--- config.mk ---
export PLATFORM = sky130hd
export DESIGN_NAME = fetch_sequencer
export DESIGN_NICKNAME = d
export VERILOG_FILES = /design/src/rtl/fetch_pkg.sv /design/src/rtl/fetch_ctrl_decode.sv /design/src/rtl/fetch_sequencer.sv
export SDC_FILE = /design/constraint.sdc
export NUM_CORES = 1
export LEC_CHECK = 0
export ABC_AREA = 1
export CORE_MARGIN = 2
export CORE_UTILIZATION = 31
export CTS_BUF_LIST = sky130_fd_sc_hd__clkbuf_4 sky130_fd_sc_hd__clkbuf_8
export DETAILED_ROUTE_END_ITERATION = 12
export PLACE_DENSITY = 0.69
export SYNTH_ARGS = -nofsm -noshare
export SYNTH_HDL_FRONTEND = slang
export SYNTH_SLANG_ARGS = --single-unit
--- constraint.sdc ---
create_clock -name Clock -period 1.4 [get_ports Clock]
set_clock_uncertainty 0.05 [all_clocks]
set_input_delay 0.28 -clock Clock [delete_from_list [all_inputs] [get_ports Clock]]
set_output_delay 0.28 -clock Clock [all_outputs]
set_load 0.02 [all_outputs]
--- src/rtl/fetch_pkg.sv ---
// Shared types and control-code constants for the instruction-fetch front end.
package fetch_pkg;

  typedef enum logic [2:0] {
    ST_IDLE     = 3'd0,
    ST_FETCH_L  = 3'd1,
    ST_FETCH_H  = 3'd2,
    ST_DISPATCH = 3'd3,
    ST_HALT     = 3'd4
  } state_t;

  localparam logic [1:0] ARF_FUN_INC        = 2'b01;
  localparam logic [1:0] IR_FUN_LOAD        = 2'b10;
  localparam logic [1:0] ARF_SEL_PC         = 2'b00;
  localparam logic [3:0] ARF_REGSEL_PC_ONLY = 4'b0111;
  localparam logic [3:0] ARF_REGSEL_NONE    = 4'b1111;
  localparam logic       MEM_CS_ON          = 1'b0;
  localparam logic       MEM_CS_OFF         = 1'b1;
  localparam logic       MEM_READ           = 1'b0;

  typedef struct packed {
    logic [1:0] arf_outd_sel;
    logic [1:0] arf_fun_sel;
    logic [3:0] arf_reg_sel;
    logic       ir_lh;
    logic       ir_enable;
    logic [1:0] ir_funsel;
    logic       mem_wr;
    logic       mem_cs;
  } ctrl_word_t;

  // Quiescent word: memory deselected, no register enabled.
  localparam ctrl_word_t CTRL_IDLE = '{
    arf_outd_sel: 2'b00,
    arf_fun_sel:  2'b00,
    arf_reg_sel:  ARF_REGSEL_NONE,
    ir_lh:        1'b0,
    ir_enable:    1'b0,
    ir_funsel:    2'b00,
    mem_wr:       MEM_READ,
    mem_cs:       MEM_CS_OFF
  };

endpackage

--- src/rtl/fetch_ctrl_decode.sv ---
// Combinational state -> ALU_System fetch-phase control word decoder.
module fetch_ctrl_decode
  import fetch_pkg::*;
(
  input  state_t     state,
  output ctrl_word_t ctrl
);

  always_comb begin
    ctrl = CTRL_IDLE;
    if (state == ST_FETCH_L || state == ST_FETCH_H) begin
      ctrl.mem_cs       = MEM_CS_ON;
      ctrl.mem_wr       = MEM_READ;
      ctrl.arf_outd_sel = ARF_SEL_PC;
      ctrl.arf_fun_sel  = ARF_FUN_INC;
      ctrl.arf_reg_sel  = ARF_REGSEL_PC_ONLY;
      ctrl.ir_enable    = 1'b1;
      ctrl.ir_funsel    = IR_FUN_LOAD;
      ctrl.ir_lh        = (state == ST_FETCH_H);
    end
  end

endmodule

--- src/rtl/fetch_sequencer.sv ---
// Instruction-fetch sequencer: two-byte IR fetch, valid/ready hand-off, timing counter.
// Optional FETCH_PERF_EN adds the stall_cycles performance counter.
//
// state       | meaning
// ST_IDLE     | after reset, waiting for start
// ST_FETCH_L  | reading low byte at PC into IR[7:0], PC++
// ST_FETCH_H  | reading high byte at PC into IR[15:8], PC++
// ST_DISPATCH | instr valid, waiting for instr_ready
// ST_HALT     | stopped by halt_req, waiting for start
module fetch_sequencer
  import fetch_pkg::*;
#(
  parameter int T_WIDTH     = 3,
  parameter int COUNT_WIDTH = 8
)
(
  input  logic                   Clock,
  input  logic                   Reset,
  input  logic                   start,
  input  logic                   halt_req,
  input  logic [15:0]            ir_in,
  output logic                   instr_valid,
  output logic [15:0]            instr,
  input  logic                   instr_ready,
  output logic [1:0]             ARF_OutDSel,
  output logic [1:0]             ARF_FunSel,
  output logic [3:0]             ARF_RegSel,
  output logic                   IR_LH,
  output logic                   IR_Enable,
  output logic [1:0]             IR_Funsel,
  output logic                   Mem_WR,
  output logic                   Mem_CS,
  output logic [T_WIDTH-1:0]     seq_t,
  output logic [COUNT_WIDTH-1:0] fetch_count
`ifdef FETCH_PERF_EN
  ,
  output logic [15:0]            stall_cycles
`endif
);

  localparam logic [T_WIDTH-1:0] T_MAX      = '1;
  localparam logic [T_WIDTH-1:0] T_FETCH_H  = T_WIDTH'(1);
  localparam logic [T_WIDTH-1:0] T_DISPATCH = T_WIDTH'(2);

  state_t     state;
  ctrl_word_t ctrl;

  always_ff @(posedge Clock) begin
    if (Reset) begin
      state       <= ST_IDLE;
      instr_valid <= 1'b0;
      instr       <= 16'h0000;
      seq_t       <= '0;
      fetch_count <= '0;
    end else begin
      case (state)
        ST_IDLE, ST_HALT: begin
          seq_t <= '0;
          if (start) state <= ST_FETCH_L;
        end
        ST_FETCH_L: begin
          state <= ST_FETCH_H;
          seq_t <= T_FETCH_H;
        end
        // ir_in already carries the high byte being loaded on this edge.
        ST_FETCH_H: begin
          state       <= ST_DISPATCH;
          instr       <= ir_in;
          instr_valid <= 1'b1;
          seq_t       <= T_DISPATCH;
        end
        ST_DISPATCH: begin
          if (instr_valid && instr_ready) begin
            instr_valid <= 1'b0;
            fetch_count <= fetch_count + COUNT_WIDTH'(1);
            seq_t       <= '0;
            state       <= halt_req ? ST_HALT : ST_FETCH_L;
          end else if (seq_t != T_MAX) begin
            seq_t <= seq_t + T_WIDTH'(1);
          end
        end
        default: begin
          state       <= ST_IDLE;
          instr_valid <= 1'b0;
          seq_t       <= '0;
        end
      endcase
    end
  end

`ifdef FETCH_PERF_EN
  always_ff @(posedge Clock) begin
    if (Reset)
      stall_cycles <= 16'h0000;
    else if (state == ST_DISPATCH && !instr_ready && stall_cycles != 16'hFFFF)
      stall_cycles <= stall_cycles + 16'd1;
  end
`endif

  fetch_ctrl_decode u_decode (
    .state (state),
    .ctrl  (ctrl)
  );

  assign ARF_OutDSel = ctrl.arf_outd_sel;
  assign ARF_FunSel  = ctrl.arf_fun_sel;
  assign ARF_RegSel  = ctrl.arf_reg_sel;
  assign IR_LH       = ctrl.ir_lh;
  assign IR_Enable   = ctrl.ir_enable;
  assign IR_Funsel   = ctrl.ir_funsel;
  assign Mem_WR      = ctrl.mem_wr;
  assign Mem_CS      = ctrl.mem_cs;

endmodule

==> run summary <==
The run gives 0.445 as the sequential share of the synthesized area. The count of cells along the worst register-to-register path came out at 6. Relative to the synthesized area, the layout overhead comes to 59.3%. The category of the most critical setup path was flop to output pin. The run gives 0.842 as the final weighted congestion in routability-driven placement.

For the worst-skew pair, the clock arrives at the later sink with an insertion delay of 0.28 ns. Post-synthesis sequential element count: 31. The starting utilization of the core area was 0.320. The worst reg2reg path startpoint was state[0]. The tools report the via count of the first global-routing pass as 1,349. The final cycle utilization of the critical path is 1.06. Number of distinct standard cells referenced by the synthesized netlist: 19.

The final route contains 1,416 vias. The buffer type at the clock tree root was sky130_fd_sc_hd__clkbuf_8. The overall power consumption is 3.00 mW, and the max-slew violation count is 0.

The H-tree depth was 2. By area the synthesized netlist is led by sky130_fd_sc_hd__dfxtp_1, sky130_fd_sc_hd__nand2_1, sky130_fd_sc_hd__a21oi_1. The data arrival time of the critical path is 1.15 ns.

The Yosys step of the flow raised 0 warnings. VDD sags by at most 0.551 mV. For the post-synthesis instance area, the log shows 1400 um^2. Summing all placed instances gives a cell area of 2090 um^2. The top-level port count is 63.

Startpoint of the lowest-slack hold path: instr[10]. Post-synthesis cell count: 195. In this run the static leakage power is 1.05 nW.

Setup repair after global routing could not meet its margin everywhere. With fillers left out, the area of the finished cells amounts to 2220 um^2. The setup slack of the critical path after layout is -0.0792 ns, and the detailed router's first-iteration violation count is 51. The capture point of the worst path is ARF_RegSel[3]. During placement, the flow inserted port buffers numbering 54. The tools report the area of the die as 5050 um^2. In this run the worst path has a maximum fanout of 5. The core utilization of the finished layout was 0.510. The logs give 0 for the global-route congestion overflow total and 439 for the number of fillers in the final layout. In this run the vertical extent of the chip is 71.1 um.

The clock-pin slew reported for the worst setup and hold paths after clock tree synthesis was 0.07 ns. In this run the standard cell core region covers 4350 um^2. In the layout the commonest cells are sky130_fd_sc_hd__nand2_1, sky130_fd_sc_hd__dfxtp_1, sky130_fd_sc_hd__a21oi_1. met2 is the most crowded layer. The count of final setup violators is 6, and the horizontal die dimension is 71.1 um.

TritonCTS built the clock tree. The routing usage on met2 was 0.246. The worst setup path is captured at an output pin. The total clock buffers created by CTS was 5; the CTS sink count was 31. The detailed-route wire length per cell was 10.5 um.

The data required time at the worst endpoint is 1.07 ns. The net count of the finished layout is 294. The number of antenna diodes in the final layout is 0. The most common cell after layout, fill and taps aside is sky130_fd_sc_hd__nand2_1.

The total wirelength of the detailed-routed design was 3390 um; the worst-case clock buffer depth was 2. The share of cells above drive strength 1 was 0.200. The endpoint identified for the worst register-to-register timing path is fetch_count[5].

For the routing usage on met1, the log shows 0.172. The final reports fail on setup timing. The number of antenna violations at the first check in global routing was 0; the achievable frequency was 0.676 GHz. The worst setup path is launched from a flop.

The run gives -0.296 ns as the sum of negative setup slack. For this run, the detailed router's first-pass iteration total came to 4. The hold violation count in the final report was 0; the mean area per synthesized cell was 7.15 um^2.

The final period demand of the worst path works out to 1.48 ns. The average vias per placed instance is 4.40, and the detailed placer's ending HPWL is 2500 um. Of all cell types, the one taking the most synthesized area is sky130_fd_sc_hd__dfxtp_1. Worst hold-check path type: flop to flop. For the post-route DRC violation count, the log shows 0. The power density normalized to cell area came out at 1350 nW/um^2. Proportion of netlist area held by the largest area contributor: 0.445.

The logs give 0 for the remaining number of nets flagged by the antenna check after routing and 0.0470 for the met3 usage in global routing. The flow ran to the end, but the final reports show violations. The critical path starts at state[0]. Setup slack on the worst reg-to-reg path comes out at 0.08 ns.

The number of hold-repair buffers added at the cts stage came out at 0. After floorplanning, the core was divided into 24 placement rows. For the global-route wire length before repair, the log shows 5870 um. The global routing usage summed across all routing layers was 0.146; the maximum number of pins on one net before global-route repair was 17.

The number of max-capacitance violations reported came out at 0.
worst min-delay path by stage:
stage                 to  cells after the start
6_report       instr[10]                      2
5_1_grt         instr[0]                      2
4_1_cts         instr[7]                      2
3_5_place_dp    instr[7]                      2
3_3_place_gp    instr[1]                      2
2_1_floorplan   state[2]                      2
cells by family (layout without fill, tap and decap cells):
logic type,count (synthesis),count (layout),synth area share
AO/OA/AOI/OAI,35,35,0.127
buffers and inverters,33,102,0.123
flip-flops,31,31,0.445
other,2,8,0.00538
AND/OR/NAND/NOR,90,90,0.266
adder cells (fa/ha/maj),3,3,0.0269
XOR/XNOR,1,1,0.00628
synthesized netlist by cell type:
cell type	number
sky130_fd_sc_hd__a21oi_1	28
sky130_fd_sc_hd__o21bai_1	1
sky130_fd_sc_hd__inv_2	1
sky130_fd_sc_hd__nor2_4	2
sky130_fd_sc_hd__dfxtp_1	31
sky130_fd_sc_hd__o21ai_1	1
sky130_fd_sc_hd__clkbuf_1	3
sky130_fd_sc_hd__nor2_1	13
sky130_fd_sc_hd__buf_2	2
sky130_fd_sc_hd__nand4_1	3
sky130_fd_sc_hd__conb_1	2
sky130_fd_sc_hd__xor2_1	1
sky130_fd_sc_hd__ha_1	3
sky130_fd_sc_hd__nand2_1	64
sky130_fd_sc_hd__nor2_2	1
sky130_fd_sc_hd__inv_1	15
sky130_fd_sc_hd__nand3_1	7
sky130_fd_sc_hd__o21ai_0	5
sky130_fd_sc_hd__buf_4	12
critical path, cell delays in order (launching register included):
cell	delay, ns
sky130_fd_sc_hd__dfxtp_1	0.35
sky130_fd_sc_hd__buf_4	0.15
sky130_fd_sc_hd__nand3_4	0.09
sky130_fd_sc_hd__nand2_4	0.10
sky130_fd_sc_hd__inv_4	0.05
sky130_fd_sc_hd__buf_6	0.12
metrics by stage:
stage	setup slack, ns	hold WS [ns]	std cells
after floorplan	0.0209	0.373	201
after global placement	-0.318	0.401	312
after detailed placement	-0.332	0.405	312
after CTS	-0.117	0.413	322
after global routing	-0.126	0.427	322
final	-0.0792	0.409	322
registers in the layout, indices dropped and copies added (netlist names):
| signal | flops |
|---|---|
| instr | 16 |
| fetch_count | 8 |
| seq_t | 3 |
| state | 3 |
| instr_valid | 1 |
timing repair:
item | in CTS | in global routing
pin swaps | 1 | 0
endpoints found under the setup margin | 34 | 16
gates resized for setup | 71 | 9
buffers inserted | 3 | 0
gates cloned | 0 | 0
report_power, final:
group / total, mW / switching (mW) / leakage [nW] / internal [mW]
logic: 1.22 / 0.657 / 0.747 / 0.566
registers: 1.06 / 0.0659 / 0.252 / 0.990
clock network: 0.721 / 0.336 / 0.0470 / 0.385
per-layer routing:
metal / up-vias / share of wire
met5: - / 0
met4: 0 / 0.015
met3: 5 / 0.055
met2: 43 / 0.49
met1: 622 / 0.44
li1: 746 / -
cell type report:
cell class / count / area [um^2] / area share
tap: 52 / 65.1 / 0.0293
multi-input combinational: 137 / 678 / 0.305
inverter: 16 / 62.6 / 0.0282
timing repair buffer: 79 / 706 / 0.318
clock buffer: 6 / 82.6 / 0.0372
sequential: 31 / 623 / 0.280
clock inverter: 1 / 5.00 / 0.00225
No activity file was read; power rests on OpenSTA's default activity.
